$ cat src/rtl/mux_pkg.sv
// rtl/mux_pkg.sv - shared constants and index helpers for the round-robin stream mux
package mux_pkg;

    localparam int DEF_NUM_IN = 4;
    localparam int DEF_WIDTH  = 8;
    localparam int MAX_IN     = 16;

    function automatic int rr_next(input int idx, input int n);
        return (idx == n - 1) ? 0 : idx + 1;
    endfunction

    function automatic int onehot_to_idx(input logic [MAX_IN-1:0] onehot);
        int idx;
        idx = 0;
        for (int i = 0; i < MAX_IN; i++) begin
            if (onehot[i]) idx = i;
        end
        return idx;
    endfunction

endpackage

$ cat src/rtl/rr_arbiter.sv
// rtl/rr_arbiter.sv - combinational rotating-priority search starting at rr_ptr
module rr_arbiter
    import mux_pkg::*;
#(
    parameter  int NUM_IN = DEF_NUM_IN,
    localparam int SEL_W  = $clog2(NUM_IN)
) (
    input  logic [NUM_IN-1:0] req,
    input  logic [SEL_W-1:0]  rr_ptr,
    output logic [NUM_IN-1:0] grant_onehot,
    output logic [SEL_W-1:0]  grant_idx,
    output logic              any_grant
);

    logic [SEL_W-1:0]  pos;
    logic [MAX_IN-1:0] grant_ext;

    always_comb begin
        grant_onehot = '0;
        pos          = '0;
        // Walk from farthest to nearest so the request closest to rr_ptr wins.
        for (int k = NUM_IN - 1; k >= 0; k--) begin
            pos = SEL_W'((int'(rr_ptr) + k) % NUM_IN);
            if (req[pos]) begin
                grant_onehot      = '0;
                grant_onehot[pos] = 1'b1;
            end
        end
    end

    always_comb begin
        grant_ext               = '0;
        grant_ext[NUM_IN-1:0]   = grant_onehot;
        grant_idx               = SEL_W'(onehot_to_idx(grant_ext));
        any_grant               = |req;
    end

endmodule

$ cat src/rtl/mux_nx1_rr_stream.sv
// rtl/mux_nx1_rr_stream.sv - N:1 valid/ready stream mux with round-robin, packet lock and one output register
module mux_nx1_rr_stream
    import mux_pkg::*;
#(
    parameter  int NUM_IN = DEF_NUM_IN,
    parameter  int WIDTH  = DEF_WIDTH,
    localparam int SEL_W  = $clog2(NUM_IN)
) (
    input  logic                    clk,
    input  logic                    rst_n,
    input  logic [NUM_IN-1:0]       in_valid,
    input  logic [NUM_IN*WIDTH-1:0] in_data,
    input  logic [NUM_IN-1:0]       in_last,
    output logic [NUM_IN-1:0]       in_ready,
    output logic                    out_valid,
    output logic [WIDTH-1:0]        out_data,
    output logic                    out_last,
    output logic [SEL_W-1:0]        out_sel,
    input  logic                    out_ready,
    output logic                    locked
);

    logic [SEL_W-1:0]  rr_ptr;
    logic [SEL_W-1:0]  lock_ch;
    logic [SEL_W-1:0]  cand;
    logic [NUM_IN-1:0] arb_onehot;
    logic [SEL_W-1:0]  arb_idx;
    logic              arb_any;
    logic              load_en;
    logic              xfer;

    rr_arbiter #(.NUM_IN(NUM_IN)) u_arb (
        .req          (in_valid),
        .rr_ptr       (rr_ptr),
        .grant_onehot (arb_onehot),
        .grant_idx    (arb_idx),
        .any_grant    (arb_any)
    );

    assign load_en = !out_valid || out_ready;
    assign cand    = locked ? lock_ch : arb_idx;
    // A held lock with its owner idle leaves everyone else waiting.
    assign xfer    = rst_n && load_en && (locked ? in_valid[lock_ch] : arb_any);

    always_comb begin
        in_ready = '0;
        if (rst_n && load_en) begin
            if (locked) in_ready[lock_ch] = in_valid[lock_ch];
            else        in_ready          = arb_onehot;
        end
    end

    always_ff @(posedge clk or negedge rst_n) begin
        if (!rst_n) begin
            out_valid <= 1'b0;
            out_data  <= '0;
            out_last  <= 1'b0;
            out_sel   <= '0;
            locked    <= 1'b0;
            lock_ch   <= '0;
            rr_ptr    <= '0;
        end else if (load_en) begin
            if (xfer) begin
                out_valid <= 1'b1;
                out_data  <= in_data[cand*WIDTH +: WIDTH];
                out_last  <= in_last[cand];
                out_sel   <= cand;
                if (in_last[cand]) begin
                    locked <= 1'b0;
                    rr_ptr <= SEL_W'(rr_next(int'(cand), NUM_IN));
                end else begin
                    locked  <= 1'b1;
                    lock_ch <= cand;
                end
            end else begin
                out_valid <= 1'b0;
            end
        end
    end

endmodule

$ cat config.mk
export PLATFORM = sky130hd
export DESIGN_NAME = mux_nx1_rr_stream
export DESIGN_NICKNAME = d
export VERILOG_FILES = /design/src/rtl/mux_pkg.sv /design/src/rtl/rr_arbiter.sv /design/src/rtl/mux_nx1_rr_stream.sv
export SDC_FILE = /design/constraint.sdc
export NUM_CORES = 1
export LEC_CHECK = 0
export CAP_MARGIN = 15
export CORE_MARGIN = 5
export CORE_UTILIZATION = 48
export DETAILED_ROUTE_END_ITERATION = 8
export GPL_TIMING_DRIVEN = 0
export PLACE_DENSITY = 0.86
export SYNTH_ARGS = -nofsm -noshare
export SYNTH_HDL_FRONTEND = slang
export SYNTH_SLANG_ARGS = --single-unit
export TNS_END_PERCENT = 30
$ cat constraint.sdc
create_clock -name clk -period 9 [get_ports clk]
set_input_delay 1.35 -clock clk [delete_from_list [all_inputs] [get_ports clk]]
set_output_delay 1.35 -clock clk [all_outputs]
set_load 0.005 [all_outputs]
==> impl_metrics.py, run 1 <==
metrics = {
    "setup_path": {
        "worstPathRequired_ns": 7.65,
        "critPathMaxFanout": 9,
        "ff2ff_setup_slack_ns": 5.61,
        "critical_path.top_delay_family": "buffers and inverters",
        "worstPathArrival_ns": 3.94,
        "max_stage_delay_ns": 0.60,
        "worstSetupEndpointType": "primary output",
        "r2r_cells": 13,
        "endpoint": "in_ready[0]",
        "cp-startpoint": "in_valid[2]",
        "worst_r2r_startpoint": "rr_ptr[0]$_DFFE_PN0P_",
        "r2r-end": "out_data[6]$_DFFE_PN0P_",
        "slowest_stage": "mux4_2",
        "cp-start-kind": "primary input",
        "cp_cell_sequence": "clkdlybuf4s50_1, mux4_2, nor2b_1, a221oi_1, a211o_1, a21oi_1, a21oi_1, nor2_1, clkdlybuf4s50_1",
        "path_buf_inv": 2,
        "crit_cells": 9,
        "path_class": "in2out",
    },
    "power_and_ir_drop": {
        "p_leak_uw": 0.000997,
        "cellInternalPower_uw": 424,
        "p_per_area_mw_per_mm2": 318,
        "p_sw_uw": 302,
        "power_frac_comb_pct": 74.6,
        "total_power_uw": 726,
        "clkPwrFrac_pct": 5.6,
        "seq_power_share_pct": 19.8,
        "peakVddDrop_v": 0.000172,
        "switching_share_pct": 41.6,
    },
    "layout": {
        "antennaDiodeCount": 0,
        "layout.nets": 272,
        "multiInputGateArea_mm2": 0.00107,
        "seq_area_um2": 425,
        "synthToLayoutAreaGrowth_pct": 42.1,
        "nFillCells": 262,
        "final_layout_size_suffix_gt1_share_pct": 14.5,
        "stdcell_count": 267,
    },
    "timing": {
        "worst_pin_slew_ns": 0.800,
        "post-route-min-period_ns": 5.29,
        "final-hold-violation-count": 0,
        "fmax_mhz": 189,
        "fin_crit_sh_pct": 58.8,
        "rsz0062_at_grt": "false",
        "slew-limit-headroom_pct": 46.5,
        "fin_worst_skew_ns": 0.0116,
        "slew_viol_final": 0,
        "setup_viol": 0,
        "setup_tns_ns": 0,
    },
    "die": {
        "row_count": 21,
        "boundaryPins": 60,
        "die_area_mm2": 0.00460,
        "die_y_um": 67.8,
        "die_w_um": 67.8,
        "start_util_pct": 48.9,
        "coreArea_mm2": 0.00328,
    },
    "logic_synthesis": {
        "synth_top_area_share_pct": 26.5,
        "synth_adder_area_share_pct": 5.46,
        "synth_top_family_by_area": "multiplexers",
        "synth_compound_area_share_pct": 16.5,
        "yosys_warnings": 0,
        "syn-num-nets": 208,
        "synth_flop_cell": "dfrtp_1",
        "ys_top_cells_by_area": "dfrtp_1, mux2i_1, mux2_2",
        "yosysTopAreaCell": "dfrtp_1",
        "synth.mux.area_fraction_pct": 34.8,
        "synthXorXnorAreaFrac_pct": 0,
        "syn_area_per_cell_um2": 10.2,
        "ys_top_cells_by_count": "mux2i_1, dfrtp_1, a21oi_1",
        "ys_ff_latch": 17,
        "synth-edff-count": 0,
        "yosysSeqAreaShare_pct": 26.5,
        "syn-cell-area_mm2": 0.00161,
        "syn_inst": 158,
        "synth-async-reset-ratio_pct": 100,
        "yosysMostFrequentCell": "mux2i_1",
        "synth_simple_gate_area_share_pct": 10.1,
        "synth_cell_types": 38,
    },
    "global_route": {
        "antenna_found_initial": 0,
        "globalRouteOverflowTotal": 0,
        "grt_max_degree": 19,
        "grt_pass1_wl_mm": 6.76,
        "grt.total_usage_pct": 18.9,
        "grt_pass1_vias": 1425,
    },
    "clock_network": {
        "clock_sinks": 17,
        "postCtsSetupBuffers": 0,
        "cts_inserted_buffers": 3,
        "cts_hold_buffers": 0,
        "clockBufferDepth": 2,
        "ctsRootBufferMaster": "clkbuf_4",
        "path_clk_slew_ns": 0.11,
        "htreeDepth": 1,
        "cts_resized": 0,
        "cts_tree": "done",
        "clkLatencyLatePin_ns": 0.29,
    },
    "hold_path": {
        "hold_class": "reg2reg",
    },
    "placed_design": {
        "dp.cells": 263,
        "dp_hpwl_mm": 3.33,
        "place_congestion": 0.902,
        "portBuffers": 59,
    },
    "routing": {
        "viasPerCell": 5.60,
        "first_pass_iters": 4,
        "drt-wirelength-per-cell_um": 15.5,
        "drt_wl_total_mm": 4.15,
        "drtAntennaViolNets": 0,
        "vias": 1496,
        "initialDrtViolationCount": 86,
        "drc": 0,
    },
    "flow_run": {
        "maxCapViolations": 0,
    },
    "outcome": {
        "status": "completed",
    },
}
[cells in the final DEF (no fill, tap or decap), types with 2 or more instances in the layout]
cell / netlist / layout
a211o_1: 2 / 2
a211oi_1: 2 / 2
a21oi_1: 14 / 14
a221oi_1: 2 / 2
buf_6: 3 / 3
clkbuf_1: 3 / 3
clkbuf_4: 0 / 3
clkdlybuf4s50_1: 0 / 59
dfrtp_1: 17 / 17
ha_1: 7 / 7
inv_1: 8 / 8
mux2_2: 12 / 12
mux2i_1: 31 / 31
mux4_2: 5 / 5
nand2_1: 11 / 11
nand2b_1: 3 / 3
nor2_1: 8 / 8
nor2b_1: 3 / 3
o21ai_0: 5 / 5
o22ai_1: 2 / 2
[metrics by stage]
step / worst slack [ns] / hold slack, ns / util, % / instance area [µm²]
after floorplan: 4.96 / 0.473 / - / 1610
after global placement: 3.77 / 0.475 / 68.6 / 2250
after detailed placement: 3.74 / 0.482 / 68.6 / 2250
after CTS: 3.72 / 0.512 / 69.4 / 2280
after global routing: 3.53 / 0.542 / 69.4 / 2280
final: 3.71 / 0.502 / 69.4 / 2280
[area by class of cell]
| class | instances | area share (%) |
|---|---|---|
| Buffer | 9 | 3.18 |
| Clock buffer | 3 | 0.987 |
| Clock inverter | 1 | 0.219 |
| Inverter | 9 | 1.48 |
| Multi-Input combinational cell | 123 | 47.1 |
| Sequential cell | 17 | 18.7 |
| Tap cell | 46 | 2.52 |
| Timing Repair Buffer | 59 | 25.9 |
[how the worst min path moves through the flow]
| stage | startpoint | to | cells past startpoint |
|---|---|---|---|
| floorplan | out_sel[1]$_DFFE_PN0P_ | out_sel[1]$_DFFE_PN0P_ | 2 |
| global placement | out_sel[1]$_DFFE_PN0P_ | out_sel[1]$_DFFE_PN0P_ | 2 |
| detailed placement | out_sel[1]$_DFFE_PN0P_ | out_sel[1]$_DFFE_PN0P_ | 2 |
| CTS | out_sel[1]$_DFFE_PN0P_ | out_sel[1]$_DFFE_PN0P_ | 2 |
| global route | out_sel[0]$_DFFE_PN0P_ | out_sel[0]$_DFFE_PN0P_ | 1 |
| finish | out_sel[1]$_DFFE_PN0P_ | out_sel[1]$_DFFE_PN0P_ | 2 |
[sequential cells by signal, summed over array words and instances, names as in the netlist]
name	flops
lock_ch	2
locked	1
out_data	8
out_last	1
out_sel	2
out_valid	1
rr_ptr	2
[logic make-up (layout without fill, tap and decap cells)]
family	after synthesis	count (layout)
AND/OR/NAND/NOR	31	31
buffers and inverters	18	81
flip-flops	17	17
AO/OA/AOI/OAI	37	37
multiplexers	48	48
adder cells (fa/ha/maj)	7	7
[worst reg2reg max path, stage by stage, from the launching register on]
cell     delay [ns]
dfrtp_1        0.50
buf_6          0.20
inv_1          0.09
ha_1           0.38
mux4_2         0.42
a211o_1        0.31
a21oi_2        0.14
or2_1          0.14
a21o_1         0.10
buf_2          0.19
buf_4          0.23
mux2i_1        0.24
mux2i_1        0.10
mux2_2         0.27
[power by group through the flow]
stage                     Sequential [µW]  Combinational [µW]  Clock, µW
final                                 143                 541       41.0
after floorplan                       142                 381          0
after detailed placement              144                 545          0
after global placement                142                 531          0
after CTS                             143                 547       42.9
after global routing                  150                 593       45.9
[metal layers]
metal  global-route usage [%]  vias to the layer above  routed length [µm]
li1                         -                      715                   -
met1                     25.9                      722                1680
met2                     31.3                       53                2130
met3                     3.94                        6                 279
met4                     2.98                        0                  59
met5                        0                        -                   0
No activity file was read; power rests on OpenSTA's default activity.
==> run 2, diff against run 1 <==
CORE_UTILIZATION = 40   (was 48)
PLACE_DENSITY = 0.76   (was 0.86)
clock period = 4.4 ns   (was 9 ns; I/O delays follow)
==> run 2 against run 1 <==
Against the previous run:
- die area is 17% higher
- register-to-register slack worse by 4.6 ns
- critical path depth unchanged
==> impl_metrics.py, run 2 (synthesized netlist as in run 1, its figures left out) <==
metrics = {
    "outcome": {
        "status": "completed",
    },
    "timing": {
        "slew_viol_final": 0,
        "fin_ws_ns": 0.550,
        "fmax_mhz": 260,
        "fin_worst_skew_ns": 0.00460,
        "worst_pin_slew_ns": 0.784,
        "slew-limit-headroom_pct": 47.6,
        "setup_viol": 0,
        "fin_crit_sh_pct": 87.5,
        "rsz0062_at_grt": "false",
        "final-hold-violation-count": 0,
        "setup_tns_ns": 0,
        "post-route-min-period_ns": 3.85,
    },
    "layout": {
        "layout.nets": 272,
        "final_common_cell": "clkdlybuf4s50_1",
        "synthToLayoutAreaGrowth_pct": 43.5,
        "largest_register_ffs": 8,
        "final_cell_mix": "clkdlybuf4s50_1, mux2i_1, dfrtp_1",
        "nFillCells": 348,
        "final_core_util_pct": 58.4,
        "final_layout_size_suffix_gt1_share_pct": 14.0,
        "antennaDiodeCount": 0,
        "top_register": "out_data",
    },
    "power_and_ir_drop": {
        "total_power_uw": 1510,
        "p_per_area_mw_per_mm2": 656,
        "peakVddDrop_v": 0.000312,
        "p_leak_uw": 0.00100,
    },
    "routing": {
        "drc": 0,
        "drt_wl_total_mm": 3.97,
        "initialDrtViolationCount": 26,
        "viasPerCell": 5.34,
        "vias": 1447,
        "drt-wirelength-per-cell_um": 14.7,
        "first_pass_iters": 4,
        "drtAntennaViolNets": 0,
    },
    "clock_network": {
        "ctsRootBufferMaster": "clkbuf_8",
        "cts_tree": "done",
        "path_clk_slew_ns": 0.07,
        "clock_sinks": 17,
        "clockBufferDepth": 2,
        "cts_inserted_buffers": 3,
        "cts_hold_buffers": 0,
        "cts_resized": 0,
        "postCtsSetupBuffers": 0,
        "clkLatencyLatePin_ns": 0.25,
        "htreeDepth": 1,
    },
    "global_route": {
        "grt_max_degree": 19,
        "antenna_found_initial": 0,
        "globalRouteOverflowTotal": 0,
        "grt_pass1_wl_mm": 6.40,
        "grt_pass1_vias": 1379,
        "grt.total_usage_pct": 15.3,
    },
    "hold_path": {
        "min_path_cells": 2,
        "hold_class": "reg2reg",
        "hp-start": "out_valid$_DFFE_PN0N_",
        "whs_endpoint": "out_valid$_DFFE_PN0N_",
    },
    "setup_path": {
        "cp_cell_sequence": "clkdlybuf4s50_1, mux4_2, nor2b_1, a221oi_1, a211o_1, a21oi_1, a21oi_1, nor2_1, clkdlybuf4s50_1",
        "r2r_cells": 13,
        "ff2ff_setup_slack_ns": 1.03,
        "worstPathArrival_ns": 3.19,
        "worstPathRequired_ns": 3.74,
        "slowest_stage": "mux4_2",
        "path_class": "in2out",
        "critPathMaxFanout": 9,
        "cp-start-kind": "primary input",
        "worstSetupEndpointType": "primary output",
        "r2r-end": "out_data[6]$_DFFE_PN0P_",
        "path_buf_inv": 2,
        "max_stage_delay_ns": 0.60,
        "critical_path.top_delay_family": "buffers and inverters",
        "worst_r2r_startpoint": "rr_ptr[0]$_DFFE_PN0P_",
    },
    "placed_design": {
        "place_congestion": 0.806,
        "dp_hpwl_mm": 3.15,
        "portBuffers": 59,
        "place_ws_ns": 0.558,
    },
    "die": {
        "die_w_um": 73.4,
        "row_count": 23,
        "die_y_um": 73.4,
        "die_area_mm2": 0.00538,
        "start_util_pct": 40.7,
        "coreArea_mm2": 0.00394,
        "boundaryPins": 60,
    },
    "flow_run": {
        "maxCapViolations": 0,
    },
}
## run 2: changes by cell type in the layout (fill, tap and decap cells not counted), sizes merged
cell	previous run	this run
clkinv	1	0
clkbuf	6	7
## run 2: final cells by class
type / count / area, µm² / area share, %
sequential: 17 / 425 / 18.5
inverter: 9 / 33.8 / 1.47
multi-input combinational: 123 / 1070 / 46.6
tap: 50 / 62.6 / 2.72
timing repair buffer: 59 / 591 / 25.6
buffer: 9 / 72.6 / 3.15
clock buffer: 4 / 45.0 / 1.96
## run 2: worst max path at each step
stage	start	endpoint	slack [ns]	depth (start not counted)
floorplan	rr_ptr[0]$_DFFE_PN0P_	out_data[3]$_DFFE_PN0P_	1.37	13
global placement	in_valid[2]	in_ready[0]	0.56	9
detailed placement	in_valid[2]	in_ready[0]	0.56	9
CTS	in_valid[2]	in_ready[0]	0.56	9
global route	in_valid[2]	in_ready[0]	0.34	9
finish	in_valid[2]	in_ready[0]	0.55	9
## run 2: through the flow
step	cells	cell area (µm²)	hold slack [ns]
global placement	267	2260	0.480
CTS	271	2300	0.514
finish	271	2300	0.509
detailed placement	267	2260	0.499
global route	271	2300	0.535
floorplan	158	1610	0.364
## run 2: worst min-delay path: stages, from the launching register on
cell      delay (ns)
dfrtp_1         0.35
nand2b_1        0.08
nand2_1         0.06
## run 2: report_power, final
| group | switching (µW) | internal, µW | leakage (µW) |
|---|---|---|---|
| combinational | 498 | 601 | 0.000786 |
| sequential | 62.4 | 233 | 0.000193 |
| clock | 51.9 | 64.2 | 0.0000228 |
| total | 612 | 898 | 0.00100 |
## run 2: metal layers
layer  GRT usage [%]  part of all wire, %  wire, µm
met5               0                    0         0
met4            5.03                 0.43        17
met3            6.84                   12       459
met2            23.7                   46      1810
met1            18.9                   42      1680
